$ cat config.mk
export PLATFORM = sky130hd
export DESIGN_NAME = barrel_shifter_pipe
export DESIGN_NICKNAME = d
export VERILOG_FILES = /design/src/rtl/barrel_shifter_pipe.sv
export SDC_FILE = /design/constraint.sdc
export NUM_CORES = 1
export LEC_CHECK = 0
export CAP_MARGIN = 30
export CORE_MARGIN = 2
export CORE_UTILIZATION = 55
export CTS_CLUSTER_SIZE = 28
export DETAILED_ROUTE_END_ITERATION = 12
export PLACE_DENSITY = 0.8
export SYNTH_ARGS = -nofsm -noshare
export SYNTH_HDL_FRONTEND = slang
export SYNTH_HIERARCHICAL = 1
export SYNTH_SLANG_ARGS = --single-unit
$ cat constraint.sdc
create_clock -name clk -period 4.1 [get_ports clk]
set_input_delay 0.41 -clock clk [delete_from_list [all_inputs] [get_ports clk]]
set_output_delay 0.41 -clock clk [all_outputs]
set_load 0.02 [all_outputs]
$ cat src/rtl/barrel_shifter_pipe.sv
// Pipelined barrel shifter (SLL/SRL/SRA/ROR): one shift level per stage, with a
// global stall driven by output backpressure.

module barrel_shifter_pipe_stage #(
    parameter int N    = 8,
    parameter int LV   = 3,
    parameter int LVL  = 0,
    parameter bit LAST = 1'b0
) (
    input  logic          clk,
    input  logic          rst_n,
    input  logic          adv,
    input  logic          d_vld,
    input  logic [1:0]    d_op,
    input  logic [N-1:0]  d_dat,
    input  logic [LV-1:0] d_amt,
    input  logic          d_sgn,
    input  logic          d_ovs,
    output logic          q_vld,
    output logic [1:0]    q_op,
    output logic [N-1:0]  q_dat,
    output logic [LV-1:0] q_amt,
    output logic          q_sgn,
    output logic          q_ovs
);
    localparam int SH = 1 << LVL;

    logic [N-1:0] sh_dat;

    always_comb begin
        sh_dat = d_dat;
        if (d_amt[LVL]) begin
            case (d_op)
                2'b00:   sh_dat = d_dat << SH;
                2'b01:   sh_dat = d_dat >> SH;
                2'b10:   sh_dat = (d_dat >> SH) | ({N{d_sgn}} << (N - SH));
                default: sh_dat = (d_dat >> SH) | (d_dat << (N - SH));
            endcase
        end
        // Amounts >= N saturate for the linear shifts; rotate just wraps.
        if (LAST && d_ovs && d_op != 2'b11)
            sh_dat = (d_op == 2'b10) ? {N{d_sgn}} : '0;
    end

    always_ff @(posedge clk or negedge rst_n) begin
        if (!rst_n) begin
            q_vld <= 1'b0;
            q_op  <= '0;
            q_dat <= '0;
            q_amt <= '0;
            q_sgn <= 1'b0;
            q_ovs <= 1'b0;
        end else if (adv) begin
            q_vld <= d_vld;
            q_op  <= d_op;
            q_dat <= sh_dat;
            q_amt <= d_amt;
            q_sgn <= d_sgn;
            q_ovs <= d_ovs;
        end
    end
endmodule

module barrel_shifter_pipe #(
    parameter int N = 8
) (
    input  logic         clk,
    input  logic         rst_n,
    input  logic         in_valid,
    output logic         in_ready,
    input  logic [1:0]   op,
    input  logic [N-1:0] A,
    input  logic [N-1:0] B,
    output logic         out_valid,
    input  logic         out_ready,
    output logic [N-1:0] C,
    output logic         busy
);
    localparam int LV = $clog2(N);

    logic                 adv;
    logic                 acc;
    logic [LV:1]          vld_pipe;
    logic [LV:1][1:0]     op_pipe;
    logic [LV:1][N-1:0]   dat_pipe;
    logic [LV:1][LV-1:0]  amt_pipe;
    logic [LV:1]          sgn_pipe;
    logic [LV:1]          ovs_pipe;

    assign adv       = out_ready || !out_valid;
    assign in_ready  = adv;
    assign acc       = in_valid && adv;
    assign out_valid = vld_pipe[LV];
    assign C         = dat_pipe[LV];
    assign busy      = |vld_pipe;

    for (genvar s = 0; s < LV; s++) begin : g_stage
        logic          p_vld;
        logic [1:0]    p_op;
        logic [N-1:0]  p_dat;
        logic [LV-1:0] p_amt;
        logic          p_sgn;
        logic          p_ovs;

        if (s == 0) begin : g_head
            assign p_vld = acc;
            assign p_op  = op;
            assign p_dat = A;
            assign p_amt = B[LV-1:0];
            assign p_sgn = A[N-1];
            assign p_ovs = |B[N-1:LV];
        end else begin : g_body
            assign p_vld = vld_pipe[s];
            assign p_op  = op_pipe[s];
            assign p_dat = dat_pipe[s];
            assign p_amt = amt_pipe[s];
            assign p_sgn = sgn_pipe[s];
            assign p_ovs = ovs_pipe[s];
        end

        barrel_shifter_pipe_stage #(
            .N(N), .LV(LV), .LVL(s), .LAST(s == LV - 1)
        ) u_stage (
            .clk   (clk),
            .rst_n (rst_n),
            .adv   (adv),
            .d_vld (p_vld),
            .d_op  (p_op),
            .d_dat (p_dat),
            .d_amt (p_amt),
            .d_sgn (p_sgn),
            .d_ovs (p_ovs),
            .q_vld (vld_pipe[s+1]),
            .q_op  (op_pipe[s+1]),
            .q_dat (dat_pipe[s+1]),
            .q_amt (amt_pipe[s+1]),
            .q_sgn (sgn_pipe[s+1]),
            .q_ovs (ovs_pipe[s+1])
        );
    end

    // Side-band fields of the final stage have no consumer.
    logic unused_tail;
    assign unused_tail = ^{op_pipe[LV], amt_pipe[LV], sgn_pipe[LV], ovs_pipe[LV]};
endmodule

==> results.cfg, run 1 <==
[worst_setup_path]
cpLargestDelayFamily = buffers and inverters
start_kind = input pin
cp_common_cell = clkdlybuf4s50_1
r2r_start = g_stage[2].u_stage/q_vld
crit_fanout = 30
crit_path_top_delay_cell = clkdlybuf4s50_1
worstPathArrival_ns = 2.08
path_cells = clkdlybuf4s50_1 -> nand2b_2 -> clkdlybuf4s50_1
worstReg2RegEnd = g_stage[1].u_stage/q_dat[7]
worstPathBufferInverterCount = 2
reg2regPathDepth = 5
rrSetupSlack_ns = 2.12
end_kind = primary output
crit_path_start = out_ready
crit_path_max_incr_delay_ns = 0.72
worstPathRequired_ns = 3.69
path_class = in -> out

[logic_synthesis]
synthesis.nets = 214
syn_area_sq_mm = 0.002126
synthCells = 192
avgSynthCellArea_sq_um = 11.07
yosys_warnings = 6

[drt]
drt-met1-wl_mm = 1.754
drc = 0
highest-signal-layer = met4
dr_wl_met3_um = 214
drtIter0Drc = 101
wirelength_mm = 4.275
drtAntennaViolNets = 0
dr.pass1.iters = 4
wl_per_cell_um = 15.77
dr_wl_met2_mm = 2.273
vias_per_cell = 5.970
via_count = 1618

[timing]
rsz0062_at_grt = no
final.min_clock_period_ns = 2.489
final_hold_viol_count = 0
setup_viol = 0
fmax_ghz = 0.4017
setup_tns_ns = 0
maxSlewHeadroom = 0.5673
drv_slew = 0
clock_skew_ns = 0.005248
timing.final.crit_share = 0.6071
worst_pin_slew_ns = 0.6431
setup_ws_ns = 1.611

[clock_tree]
cts_setup_buffers = 0
clk_pin_slew_ns = 0.07
clk_latency_ns = 0.28
cts-resized-gates = 0
cts_sinks = 38
cts-buffers-inserted = 5
cts-root-buf = clkbuf_8
max-clock-path-buffers = 2
ctsHoldBuffers = 0
tritoncts = built
h-tree-depth = 2

[global_route]
grt_pass1_vias = 1548
grt_pass1_wl_mm = 7.245
antenna_found_initial = 0
grt.overflow.total = 0
grt_max_degree = 39
grtUsageTotal = 0.2178

[worst_hold_path]
min_path_type = reg -> reg
min_delay_path_depth = 1
min_to = g_stage[0].u_stage/q_ovs
hp-start = g_stage[0].u_stage/q_ovs

[place]
dp.cells = 263
gp_congestion = 0.8347
dp_hpwl_mm = 3.096
post-place-ws_ns = 1.585
io_buffers = 32

[power]
p_leak_uw = 0.001012
cellPowerDensity_mw_per_mm2 = 645.5
ir_drop_mv = 0.3215

[finish]
area_growth_pct = 19.48
fin_cells = 271
mostFrequentLayoutCell = dfrtp_1
final_cell_mix = 38 x dfrtp_1, 32 x clkdlybuf4s50_1, 19 x nor2_1, 17 x mux2_2, 13 x nor2b_1
diodes = 0
drive_gt1_frac = 0.2242
nets = 244

[die]
start_util = 0.5763
design.core.area_sq_mm = 0.003689
pin_count = 33
die_y_um = 66.17
rows = 22
dieArea_sq_mm = 0.004378
fp.dieW_um = 66.17

[job]
max_cap_viol_count = 0

[run_status]
run_status = finished clean
-- per-layer routing --
metal  up-vias  GRT usage
li1        774          -
met1       782     0.2611
met2        56     0.3863
met3         6    0.04089
met4         0    0.07908
met5         -          0
-- worst reg2reg max path, delay by kind of cell (launching register included) --
kind / cells / cell delay [ns]
AO/OA/AOI/OAI: 2 / 0.31
buffers and inverters: 1 / 0.43
flip-flops: 1 / 0.42
AND/OR/NAND/NOR: 2 / 0.69
-- power by group --
part	internal, uW	switching (uW)
Sequential	508	154
Clock	170	126
Combinational	354	327
Total	1030	607
-- cell type report --
cell class	count	area, sq um
tap	48	60.06
timing repair buffer	34	335.3
inverter	5	18.77
fill	283	1149
multi-input combinational	138	1065
sequential	38	950.9
clock buffer	8	110.1
-- worst max-delay path by stage --
stage / end / slack (ns) / cells after the start
final: in_ready / 1.61 / 3
after global routing: in_ready / 1.50 / 3
after CTS: in_ready / 1.58 / 3
after floorplan: g_stage[2].u_stage/q_dat[0] / 2.24 / 6
after global placement: in_ready / 1.61 / 3
after detailed placement: in_ready / 1.58 / 3
-- metrics by stage --
stage	total power [uW]	hold slack, ns	util	area, sq um
floorplan	1162	0.1144	-	2126
global placement	1318	0.4851	0.6588	2430
detailed placement	1346	0.4958	0.6588	2430
CTS	1644	0.5122	0.6886	2540
global route	1749	0.5357	0.6886	2540
finish	1640	0.5087	0.6886	2540
-- flip-flops by register name, summed over array words and instances (netlist names) --
signal,count
g_stage.u_stage/q_vld,3
g_stage.u_stage/q_op,4
g_stage.u_stage/q_ovs,2
g_stage.u_stage/q_amt,3
g_stage.u_stage/q_sgn,2
g_stage.u_stage/q_dat,24
(Power assumes the default switching activity.)
==> run 2, diff against run 1 <==
Clock period 4.1 ns to 2.4 ns, I/O delays scaled along.
==> run 2 against run 1 <==
Effect of this change:
- final area rose by 1.7%
- die area unchanged
- clock skew increased by 0.0041 ns
- sequential power increased by 72%
- first-iteration DRC count fell by 11%
- non-clock buffer count rose by 2
- cell count increased by 0.74%
- critical path type unchanged
- core utilization up 1.2 points
- sequential share of layout area fell by 0.62 points
==> results.cfg, run 2 (synthesized netlist as in run 1, its figures left out) <==
[die]
rows = 22
dieArea_sq_mm = 0.004378
die_y_um = 66.17
fp.dieW_um = 66.17
pin_count = 33
start_util = 0.5763
design.core.area_sq_mm = 0.003689

[timing]
maxSlewHeadroom = 0.6012
setup_tns_ns = 0
drv_slew = 0
clock_skew_ns = 0.009349
final.min_clock_period_ns = 1.884
final_hold_viol_count = 0
setup_viol = 0
fmax_ghz = 0.5307
rsz0062_at_grt = no
timing.final.crit_share = 0.7851
worst_pin_slew_ns = 0.5927

[clock_tree]
clk_latency_ns = 0.29
cts_sinks = 38
max-clock-path-buffers = 2
clk_pin_slew_ns = 0.08
cts-buffers-inserted = 5
tritoncts = built
ctsHoldBuffers = 0
cts_setup_buffers = 0
h-tree-depth = 2
cts-resized-gates = 0
cts-root-buf = clkbuf_8

[finish]
largestRegisters = g_stage.u_stage/q_dat x24, g_stage.u_stage/q_op x4
mostFrequentLayoutCell = dfrtp_1
largest_reg_flops = 24
top_register = g_stage.u_stage/q_dat
final_cell_mix = 38 x dfrtp_1, 32 x clkdlybuf4s50_1, 19 x nor2_1, 17 x mux2_2, 13 x nor2b_1
nets = 246
fill_cells = 286
diodes = 0
drive_gt1_frac = 0.2311
stdcell_area_sq_mm = 0.002582
area_growth_pct = 21.48

[worst_setup_path]
crit_path_max_incr_delay_ns = 0.67
path_class = in -> out
path_cells = clkdlybuf4s50_1 -> nand2b_2 -> clkdlybuf4s50_1
crit_fanout = 15
end_kind = primary output
start_kind = input pin
worstPathRequired_ns = 2.16
reg2regPathDepth = 5
cp_common_cell = clkdlybuf4s50_1
worstPathArrival_ns = 1.64
crit_path_top_delay_cell = clkdlybuf4s50_1

[global_route]
grt.overflow.total = 0
grt_pass1_wl_mm = 7.872
grt_max_degree = 39
antenna_found_initial = 0
grtUsageTotal = 0.2431
grt_pass1_vias = 1678

[power]
p_leak_uw = 0.001032
cellPowerDensity_mw_per_mm2 = 1161
ir_drop_mv = 0.7108

[run_status]
run_status = finished clean

[job]
max_cap_viol_count = 0

[drt]
drc = 0
vias_per_cell = 5.916
dr.pass1.iters = 4
drtIter0Drc = 90
wl_per_cell_um = 17.23
drtAntennaViolNets = 0
wirelength_mm = 4.705
via_count = 1615

[place]
gp_congestion = 0.9452
dp_hpwl_mm = 3.408
io_buffers = 32
placed_area_sq_mm = 0.002445

[worst_hold_path]
min_path_type = in -> async
[run 2: per-layer routing]
metal | up-vias | part of all wire | track usage
met3 | 19 | 0.046 | 0.06133
met4 | 0 | 0.039 | 0.1173
met2 | 53 | 0.52 | 0.4288
li1 | 776 | - | -
met5 | - | 0 | 0
met1 | 767 | 0.40 | 0.2709
[run 2: path summary, 6_finish.rpt]
check,to,slack [ns],start
worst min-delay path,g_stage[2].u_stage/q_dat[7],0.36,rst_n
worst max register to register,g_stage[1].u_stage/q_dat[6],0.77,g_stage[2].u_stage/q_vld
max in group asynchronous,g_stage[2].u_stage/q_dat[1],1.69,rst_n
min in group clk,g_stage[1].u_stage/q_ovs,0.51,g_stage[0].u_stage/q_ovs
worst max-delay path,in_ready,0.52,out_ready
worst min register to register,g_stage[1].u_stage/q_ovs,0.51,g_stage[0].u_stage/q_ovs
[run 2: worst max-delay path, delay by kind of cell]
| kind | cells | cell delay [ns] |
|---|---|---|
| buffers and inverters | 2 | 1.11 |
| AND/OR/NAND/NOR | 1 | 0.29 |
[run 2: final cells by class]
class,instances,area (sq um),share of cell area
multi-input cells,138,1065,0.4123
flip-flops and latches,38,950.9,0.3682
repair buffers,36,350.3,0.1357
clock buffers,5,68.82,0.02665
clock inverters,3,68.82,0.02665
well taps,48,60.06,0.02326
inverters,5,18.77,0.007267
[run 2: where the power goes]
part | switching (uW) | internal, uW
Combinational | 595 | 617
Clock | 230 | 416
Sequential | 272 | 868
[run 2: stage by stage]
| step | setup slack (ns) | hold slack, ns | utilization | total power [uW] | instances |
|---|---|---|---|---|---|
| 2_1_floorplan | 0.5363 | -0.05559 | - | 1985 | 192 |
| 3_3_place_gp | 0.5043 | 0.4843 | 0.6628 | 2278 | 265 |
| 3_5_place_dp | 0.4800 | 0.4977 | 0.6628 | 2343 | 265 |
| 4_1_cts | 0.5020 | 0.3837 | 0.7001 | 3006 | 273 |
| 5_1_grt | 0.4408 | 0.4034 | 0.7001 | 3177 | 273 |
| 6_report | 0.5156 | 0.3632 | 0.7001 | 2999 | 273 |
